`src/rtl/axis_pkg.sv`:
```
// Shared constants, FSM state type and width helpers for the vector adder.
package axis_pkg;

  localparam logic MODE_PAIR = 1'b0;
  localparam logic MODE_ACC  = 1'b1;

  // Widest lane arithmetic the helpers handle (ACC_W+1 must not exceed it).
  localparam int MAX_W = 64;

  typedef enum logic {ST_IDLE, ST_ACCUM} state_e;

  // Sign-extend the low w bits of v to MAX_W bits.
  function automatic logic [MAX_W-1:0] sext(input logic [MAX_W-1:0] v, input int w);
    logic [MAX_W-1:0] r;
    for (int i = 0; i < MAX_W; i++) r[i] = (i < w) ? v[i] : v[w-1];
    return r;
  endfunction

  // 1 when the sign-extended value v does not fit a w-bit signed range.
  function automatic logic ovf_chk(input logic [MAX_W-1:0] v, input int w);
    return v != sext(v, w);
  endfunction

  // Fit v into w signed bits: clamp to the bound when sat, else keep the low bits.
  function automatic logic [MAX_W-1:0] sat_to(input logic [MAX_W-1:0] v, input int w,
                                              input logic sat);
    logic [MAX_W-1:0] lo;
    lo = {MAX_W{1'b1}} << (w - 1);
    if (v == sext(v, w)) return v;
    if (sat) return v[MAX_W-1] ? lo : ~lo;
    return sext(v, w);
  endfunction

endpackage

```
`src/rtl/axis_skid2.sv`:
```
// Two-entry FIFO with registered not-full ready; keeps 1 beat/cycle under backpressure.
module axis_skid2 #(
  parameter int W = 8
) (
  input  logic         clk,
  input  logic         reset_n,
  input  logic         s_valid,
  output logic         s_ready,
  input  logic [W-1:0] s_data,
  output logic         m_valid,
  input  logic         m_ready,
  output logic [W-1:0] m_data
);

  logic [1:0]   cnt_q, cnt_d;
  logic [W-1:0] head_q, head_d, tail_q, tail_d;
  logic         rdy_q, rdy_d;
  logic         push, pop;

  assign push    = s_valid & rdy_q;
  assign pop     = m_ready & (cnt_q != 2'd0);
  assign s_ready = rdy_q;
  assign m_valid = (cnt_q != 2'd0);
  assign m_data  = head_q;

  // Occupancy and entry update; head is always the oldest entry.
  always_comb begin
    cnt_d  = cnt_q;
    head_d = head_q;
    tail_d = tail_q;
    case ({push, pop})
      2'b10: begin
        if (cnt_q == 2'd0) head_d = s_data;
        else               tail_d = s_data;
        cnt_d = cnt_q + 2'd1;
      end
      2'b01: begin
        head_d = tail_q;
        cnt_d  = cnt_q - 2'd1;
      end
      2'b11: begin
        if (cnt_q == 2'd1) head_d = s_data;
        else begin
          head_d = tail_q;
          tail_d = s_data;
        end
      end
      default: ;
    endcase
    rdy_d = (cnt_d != 2'd2);
  end

  // Buffer state; ready comes up on the first edge after reset release.
  always_ff @(posedge clk or negedge reset_n) begin
    if (!reset_n) begin
      cnt_q  <= 2'd0;
      head_q <= '0;
      tail_q <= '0;
      rdy_q  <= 1'b0;
    end else begin
      cnt_q  <= cnt_d;
      head_q <= head_d;
      tail_q <= tail_d;
      rdy_q  <= rdy_d;
    end
  end

endmodule

```
`src/rtl/axis_vec_adder.sv`:
```
// Multi-lane signed adder: pairwise sums or per-packet accumulation, AXI-stream both sides.
module axis_vec_adder
  import axis_pkg::*;
#(
  parameter int DATA_W = 18,
  parameter int LANES  = 4,
  parameter int ACC_W  = 24,  // must be >= DATA_W+1
  parameter int SAT    = 0
) (
  input  logic                    clk,
  input  logic                    reset_n,
  input  logic                    s_valid,
  output logic                    s_ready,
  input  logic [LANES*DATA_W-1:0] s_a,
  input  logic [LANES*DATA_W-1:0] s_b,
  input  logic                    s_last,
  input  logic                    mode,
  output logic                    m_valid,
  input  logic                    m_ready,
  output logic [LANES*ACC_W-1:0]  m_sum,
  output logic                    m_last,
  output logic [LANES-1:0]        m_ovf
);

  localparam int SW = ACC_W + 1;
  localparam int PW = LANES + LANES*ACC_W;

  state_e                      state_q, state_d;
  logic [LANES-1:0][ACC_W-1:0] acc_q, acc_d, lane_res;
  logic [LANES-1:0]            stk_q, stk_d, lane_ovf, push_ovf;
  logic                        s_xfer, push;
  logic [PW-1:0]               m_data;

  assign s_xfer = s_valid & s_ready;

  // Per-lane a+b(+acc) evaluated at ACC_W+1 bits, then wrapped or clamped to ACC_W.
  for (genvar i = 0; i < LANES; i++) begin : g_lane
    logic [MAX_W-1:0] acc_x, sum_x;
    assign acc_x = (state_q == ST_ACCUM) ? sext(MAX_W'(acc_q[i]), ACC_W) : '0;
    assign sum_x = sext(MAX_W'(SW'(sext(MAX_W'(s_a[i*DATA_W +: DATA_W]), DATA_W)
                                 + sext(MAX_W'(s_b[i*DATA_W +: DATA_W]), DATA_W)
                                 + acc_x)), SW);
    assign lane_ovf[i] = ovf_chk(sum_x, ACC_W);
    assign lane_res[i] = ACC_W'(sat_to(sum_x, ACC_W, SAT != 0));
  end

  // Packet FSM: decides push vs. accumulate and carries the sticky overflow.
  always_comb begin
    state_d  = state_q;
    acc_d    = acc_q;
    stk_d    = stk_q;
    push     = 1'b0;
    push_ovf = (state_q == ST_ACCUM) ? (stk_q | lane_ovf) : lane_ovf;
    if (s_xfer) begin
      if (state_q == ST_IDLE) begin
        if (mode == MODE_PAIR || s_last) begin
          push = 1'b1;
        end else begin
          acc_d   = lane_res;
          stk_d   = lane_ovf;
          state_d = ST_ACCUM;
        end
      end else if (s_last) begin
        push    = 1'b1;
        acc_d   = '0;
        stk_d   = '0;
        state_d = ST_IDLE;
      end else begin
        acc_d = lane_res;
        stk_d = stk_q | lane_ovf;
      end
    end
  end

  // Accumulator, sticky overflow and FSM state; reset discards any open packet.
  always_ff @(posedge clk or negedge reset_n) begin
    if (!reset_n) begin
      state_q <= ST_IDLE;
      acc_q   <= '0;
      stk_q   <= '0;
    end else begin
      state_q <= state_d;
      acc_q   <= acc_d;
      stk_q   <= stk_d;
    end
  end

  axis_skid2 #(.W(PW)) u_buf (
    .clk     (clk),
    .reset_n (reset_n),
    .s_valid (push),
    .s_ready (s_ready),
    .s_data  ({push_ovf, lane_res}),
    .m_valid (m_valid),
    .m_ready (m_ready),
    .m_data  (m_data)
  );

  // Every emitted beat closes a packet.
  assign m_last = m_valid;
  assign m_ovf  = m_data[PW-1 -: LANES];
  assign m_sum  = m_data[LANES*ACC_W-1:0];

endmodule
```
`config.mk`:
```
export PLATFORM = sky130hd
export DESIGN_NAME = axis_vec_adder
export DESIGN_NICKNAME = d
export VERILOG_FILES = /design/src/rtl/axis_pkg.sv /design/src/rtl/axis_skid2.sv /design/src/rtl/axis_vec_adder.sv
export SDC_FILE = /design/constraint.sdc
export NUM_CORES = 1
export LEC_CHECK = 0
export ABC_AREA = 1
export BUFFER_PORTS_ARGS = -buffer_cell sky130_fd_sc_hd__buf_2
export CORE_ASPECT_RATIO = 0.75
export CORE_MARGIN = 2
export CORE_UTILIZATION = 40
export DETAILED_ROUTE_END_ITERATION = 10
export HOLD_SLACK_MARGIN = 0.1
export PLACE_DENSITY = 0.66
export SYNTH_ARGS = -nofsm -noshare
export SYNTH_HDL_FRONTEND = slang
export SYNTH_HIERARCHICAL = 1
export SYNTH_SLANG_ARGS = --single-unit
```
`constraint.sdc`:
```
create_clock -name clk -period 5.25 [get_ports clk]
set_input_delay 0.525 -clock clk [delete_from_list [all_inputs] [get_ports clk]]
set_output_delay 0.525 -clock clk [all_outputs]
set_load 0.005 [all_outputs]
```
==> impl_metrics.yaml, run 1 <==
worst_setup_path:
  arrival_ns: 4.47
  path_common_cell: "nand2_1"
  criticalPathCategory: "input pin to register"
  cp_max_fo: 6
  r2r_setup_slack_ns: 1.51
  crit_path_start_kind: "input pin"
  slowest_stage: "ha_1"
  cp_slowest_stage_delay_ns: 0.36
  crit_required_ns: 5.68
  critPathBufInv: 3
  cp_top_family: "simple AND/OR/NAND/NOR gates"
  cp-end-kind: "register"
detailed_routing:
  ant_nets: 0
  vias: 20800
  viasPerCell: 4.83
  route.detailed.drc: 0
  drt-initial-drc-count: 1561
  drt_first_pass_iters: 5
  routed_wl_um: 61900
  wl_per_cell_um: 14.4
sta:
  slew-limit-headroom: 0.269
  rsz0062_at_grt: "no"
  fin_crit_ns: 4.04
  holdWs_ns: 0.394
  setup_tns_ns: 0
  fin_skew_ns: 0.0193
  finalCritPeriodShare: 0.770
  fmax_mhz: 247
  setup_viol: 0
  maxSlewViolCount: 0
  tightestPinTransition_ns: 1.10
  hold_violations: 0
synthesis:
  synthFlopType: "dfrtp_1"
  synth_area_um2: 23500
  syn_nets: 3629
  ys_warn_count: 6
  synth_top_area_frac: 0.324
  ys_async_sr_fraction: 1.00
  synth_top_area_cell: "dfrtp_1"
  synth_seq_area_share: 0.324
  yosysUniqueCellTypes: 53
  synth_seq_cells: 304
  synthTopCellsByCount: "nand2_1, inv_1, dfrtp_1, nor2_1, ha_1"
  syn_area_per_cell_um2: 7.10
  synthCells: 3301
  synth_edf_count: 0
  synth.most_common_cell: "nand2_1"
  synthTopCellsByArea: "dfrtp_1, nand2_1, ha_1"
place:
  portBuffers: 252
  place_congestion: 0.924
  hpwl_um: 43400
flow_run:
  cap_violations: 0
clock_tree:
  cts_root_buffer: "clkbuf_16"
  clk_pin_slew_ns: 0.06
  cts_buffer_depth: 3
  h-tree-depth: 2
  clk_latency_ns: 0.56
  post_cts_buffers: 0
  numCtsBuffers: 37
  cts_sinks: 304
  cts_tree: "done"
floorplan:
  fp.dieH_um: 214
  die_area_um2: 60600
  core_um2: 57700
  ios: 253
  num_rows: 76
  chipWidth_um: 284
  start_util: 0.406
outcome:
  status: "finished, final reports clean"
grt:
  grt_usage: 0.205
  grt_pass1_wl_um: 102000
  grt_start_max_net_pins: 137
  grt_pass1_vias: 19500
  antenna_found_initial: 0
  overflow: 0
cells_and_area:
  final_nets: 3828
  area.growth.synth_to_final_pct: 12.6
  drive_above_1_share: 0.146
pwr:
  power.density_nw_per_um2: 587
  leakage_nw: 15.4
  ir_worst_vdd_v: 0.000234
  p_total_w: 0.0155
hold_path:
  hold_class: "input pin to register"
## cell usage in the layout, fill, tap and decap left out, types with 37 or more instances in the layout
cell type / Yosys / layout
inv_1: 497 / 496
nand3_1: 81 / 80
xor2_1: 83 / 83
buf_2: 34 / 251
ha_1: 170 / 170
xnor2_1: 59 / 59
clkbuf_16: 0 / 37
o21ai_0: 79 / 79
a21oi_1: 152 / 151
o21ai_2: 100 / 100
dfrtp_1: 304 / 303
a22o_1: 53 / 53
nor2_1: 193 / 193
nand2_1: 1185 / 1183
## worst register-to-register path, cell delays in order, from the launching register on
cell	delay, ns
dfrtp_4	0.89
buf_4	0.35
nand2_1	0.08
inv_1	0.06
ha_1	0.28
a21o_1	0.20
a31oi_1	0.24
o21ai_1	0.13
nand3_1	0.10
nand2_1	0.08
a21oi_1	0.21
o21ai_1	0.16
nand2_1	0.10
inv_1	0.05
o21ai_0	0.20
and2_1	0.22
nand2_1	0.07
nand2_1	0.12
nand2_1	0.07
nand2_1	0.10
## power by group
part	switching, W	total, W	leakage, nW	internal (W)
registers	0.000639	0.00403	3.86	0.00339
logic	0.00579	0.00889	10.9	0.00310
clock network	0.00106	0.00259	0.586	0.00153
total	0.00749	0.0155	15.4	0.00802
## worst paths after layout
path | from | cells after the start | end
max in group asynchronous | reset_n | 3 | u_buf/m_data[5]
max reg2reg | state_q | 19 | u_buf/m_data[39]
max | s_a[2] | 27 | u_buf/m_data[21]
min | s_valid | 4 | state_q
min in group asynchronous | reset_n | 2 | u_buf/m_data[60]
min reg2reg | u_buf/m_data[28] | 2 | u_buf/m_data[28]
## layer usage
layer / vias to the layer above / GRT usage / routed length [um]
li1: 10700 / - / -
met1: 9574 / 0.311 / 32200
met2: 465 / 0.307 / 25400
met3: 47 / 0.0343 / 3640
met4: 0 / 0.0356 / 654
met5: - / 0 / 0
## flip-flops by register name, summed over array words and instances, names as in the netlist
signal,count
u_buf/m_data,100
u_buf/tail_q,100
acc_q,96
stk_q,4
u_buf/cnt_q,2
state_q,1
u_buf/s_ready,1
## through the flow
| step | utilization | std cells | setup WS (ns) | area (um^2) |
|---|---|---|---|---|
| 4_1_cts | 0.458 | 4308 | 1.34 | 26400 |
| 6_report | 0.458 | 4309 | 1.21 | 26400 |
| 5_1_grt | 0.458 | 4308 | 0.801 | 26400 |
| 2_1_floorplan | - | 3301 | 1.46 | 23500 |
| 3_3_place_gp | 0.436 | 4240 | 0.877 | 25200 |
| 3_5_place_dp | 0.436 | 4240 | 0.766 | 25200 |
## final cells by class
cell class	instances	area (um^2)
sequential	304	7610
multi-input combinational	2384	13300
clock inverter	14	179
timing repair buffer	271	1450
clock buffer	53	1040
tap	780	976
inverter	502	1890
fill	5926	31300
antenna	1	2.50
## repair_timing
| item | 4_1_cts | 5_1_grt |
|---|---|---|
| hold buffers | 1 | 0 |
| endpoints found under the hold margin | 51 | 0 |
| endpoints found under the setup margin | 0 | 0 |
| gates resized for setup | 0 | 0 |
## logic make-up after synthesis
logic type	Yosys count	synth area share
adders and majority gates	178	0.0975
DFF	304	0.324
buffers and inverters	613	0.113
xor gates and xnor gates	144	0.0544
AOI/OAI and AO/OA	485	0.137
and+or+nand+nor	1577	0.274
Note: power is estimated with default switching activity, not from simulation.
==> inputs of run 2 (changes only) <==
ABC_AREA = 0   (was 1)
PLACE_DENSITY = 0.69   (was 0.66)
clock period = 3.6 ns   (was 5.25 ns; I/O delays follow)
==> run 2 against run 1 <==
The run now ends with setup timing left; non-clock buffer count grew 481; worst setup slack lost 1.8 ns; total power grew 49%; global-route usage grew 4.2 points.
==> impl_metrics.yaml, run 2 <==
worst_setup_path:
  cp_max_fo: 3
  reg2reg_to: "u_buf/tail_q[99]"
  criticalPathCategory: "input pin to register"
  r2r_setup_slack_ns: -0.37
  startpoint: "s_a[55]"
  crit_path_start_kind: "input pin"
  arrival_ns: 4.57
  crit_required_ns: 4.02
  cp-end-kind: "register"
  reg2regPathDepth: 16
  worstReg2RegStart: "state_q"
  cp-endpoint: "u_buf/tail_q[99]"
synthesis:
  synth_seq_cells: 304
  synthTopCellsByArea: "dfrtp_1, ha_1, mux2_2"
  synth-simple-area-share: 0.122
  synth_compound_area_frac: 0.257
  ys_warn_count: 6
  synth-xor-area-share: 0.0583
  synth_edf_count: 0
  yosysUniqueCellTypes: 78
  syn_nets: 2575
  synth_top_area_frac: 0.359
  ys_async_sr_fraction: 1.00
  synthCells: 2247
  muxShareOfSynthArea: 0.0577
  synthFlopType: "dfrtp_1"
  syn_area_per_cell_um2: 9.42
  synth_top_family_by_area: "compound AO/OA/AOI/OAI gates"
  synth_area_um2: 21200
  synth_top_area_cell: "dfrtp_1"
  synth.most_common_cell: "dfrtp_1"
  synthTopCellsByCount: "dfrtp_1, o21ai_0, ha_1, a21oi_1, nor3_1"
  synthAdderAreaFrac: 0.108
  synth_seq_area_share: 0.359
hold_path:
  worst_hold_startpoint: "mode"
  hold_class: "input pin to register"
place:
  portBuffers: 252
  hpwl_um: 45700
  place_congestion: 0.872
pwr:
  power.density_nw_per_um2: 766
  leakage_nw: 13.9
  p_total_w: 0.0231
  ir_worst_vdd_v: 0.000382
outcome:
  violations: "setup timing"
  status: "finished, violations left"
cells_and_area:
  final_cell_mix: "buf_4, dfrtp_1, buf_2"
  drive_above_1_share: 0.405
  fill_cells: 4352
  multi_input_area_um2: 14800
  post-route-util: 0.581
  area.growth.synth_to_final_pct: 42.2
  seq_area_um2: 7610
  final_common_cell: "buf_4"
  final_nets: 3228
sta:
  fmax_mhz: 241
  rsz0062_at_grt: "yes"
  fin_crit_ns: 4.15
  finalWorstSetupSlack_ns: -0.551
  holdWs_ns: 0.197
  hold_violations: 0
  finalCritPeriodShare: 1.15
  setup_viol: 87
  maxSlewViolCount: 0
  fin_skew_ns: 0.0195
  tightestPinTransition_ns: 0.962
  slew-limit-headroom: 0.357
grt:
  overflow: 0
  grt_pass1_wl_um: 111000
  grt_start_max_net_pins: 101
  grt_pass1_vias: 21600
  antenna_found_initial: 1
  grt_usage: 0.246
floorplan:
  start_util: 0.408
  chipWidth_um: 270
  die_area_um2: 54800
  num_rows: 72
  ios: 253
  core_um2: 51900
  fp.dieH_um: 203
clock_tree:
  clk_latency_ns: 0.54
  cts_sinks: 304
  h-tree-depth: 2
  numCtsBuffers: 34
  cts_tree: "done"
  clk_pin_slew_ns: 0.06
  cts_root_buffer: "clkbuf_16"
  cts_buffer_depth: 3
detailed_routing:
  route.detailed.drc: 0
  wl_per_cell_um: 19.5
  ant_nets: 0
  viasPerCell: 5.74
  drt_first_pass_iters: 7
  drt-initial-drc-count: 1595
  vias: 20800
  routed_wl_um: 70600
flow_run:
  cap_violations: 0
[run 2: worst min-delay path by stage]
stage,end,cells past startpoint
after CTS,state_q,3
after global routing,state_q,3
after detailed placement,acc_q[51],1
after global placement,u_buf/m_data[56],1
after floorplan,acc_q[0],0
final,state_q,3
[run 2: per-stage QoR]
step	instance area, um^2	setup WS (ns)	cells	TNS, ns
2_1_floorplan	21600	-0.695	2247	-18.61
3_3_place_gp	26600	-1.09	3491	-91.27
3_5_place_dp	26600	-1.21	3491	-103.78
4_1_cts	28900	-0.482	3596	-14.62
5_1_grt	30100	-0.744	3625	-37.47
6_report	30100	-0.551	3625	-19.87
[run 2: kinds of logic after synthesis]
kind of cell,after synthesis
buffers and inverters,195
AO/OA/AOI/OAI,808
multiplexers,109
XOR/XNOR,141
AND/OR/NAND/NOR,512
flip-flops,304
adder cells (fa/ha/maj),178
[run 2: report_power, final]
part | internal [W] | switching (W) | total (W)
clock network | 0.00217 | 0.00151 | 0.00367
logic | 0.00653 | 0.00674 | 0.0133
registers | 0.00512 | 0.00101 | 0.00613
[run 2: area by class of cell]
class / count / area share
well taps: 703 / 0.0292
clock inverters: 12 / 0.00577
diodes: 1 / 0.0000831
flip-flops and latches: 304 / 0.253
multi-input cells: 1748 / 0.492
inverters: 60 / 0.00752
repair buffers: 752 / 0.181
clock buffers: 45 / 0.0320
[run 2: metal layers]
metal	share of wire	GRT usage	vias to the layer above
met1	0.43	0.315	10300
met4	0.026	0.0766	0
li1	-	-	9681
met3	0.064	0.0482	135
met2	0.48	0.421	669
met5	0	0	-
[run 2: critical path, cell delays in order]
cell	delay [ns]
buf_8	0.10
ha_4	0.22
a21o_1	0.16
a21oi_2	0.13
o21bai_1	0.09
a21oi_2	0.20
o21bai_4	0.10
a211oi_2	0.22
nor2_2	0.10
o21a_1	0.18
nor2_2	0.14
xnor2_2	0.13
ha_2	0.31
o21a_1	0.21
nand3_2	0.08
or4_1	0.10
o211ai_1	0.14
a2111o_1	0.48
a21bo_2	0.23
a21oi_2	0.17
o22ai_2	0.08
a31o_2	0.23
nand2b_4	0.15
mux2_2	0.26
[run 2: what timing repair did]
item / 4_1_cts / 5_1_grt
pin swaps: 155 / 185
gates resized for setup: 165 / 202
hold buffers: 2 / 0
endpoints found under the hold margin: 83 / 0
setup buffers: 51 / 41
endpoints found under the setup margin: 101 / 138
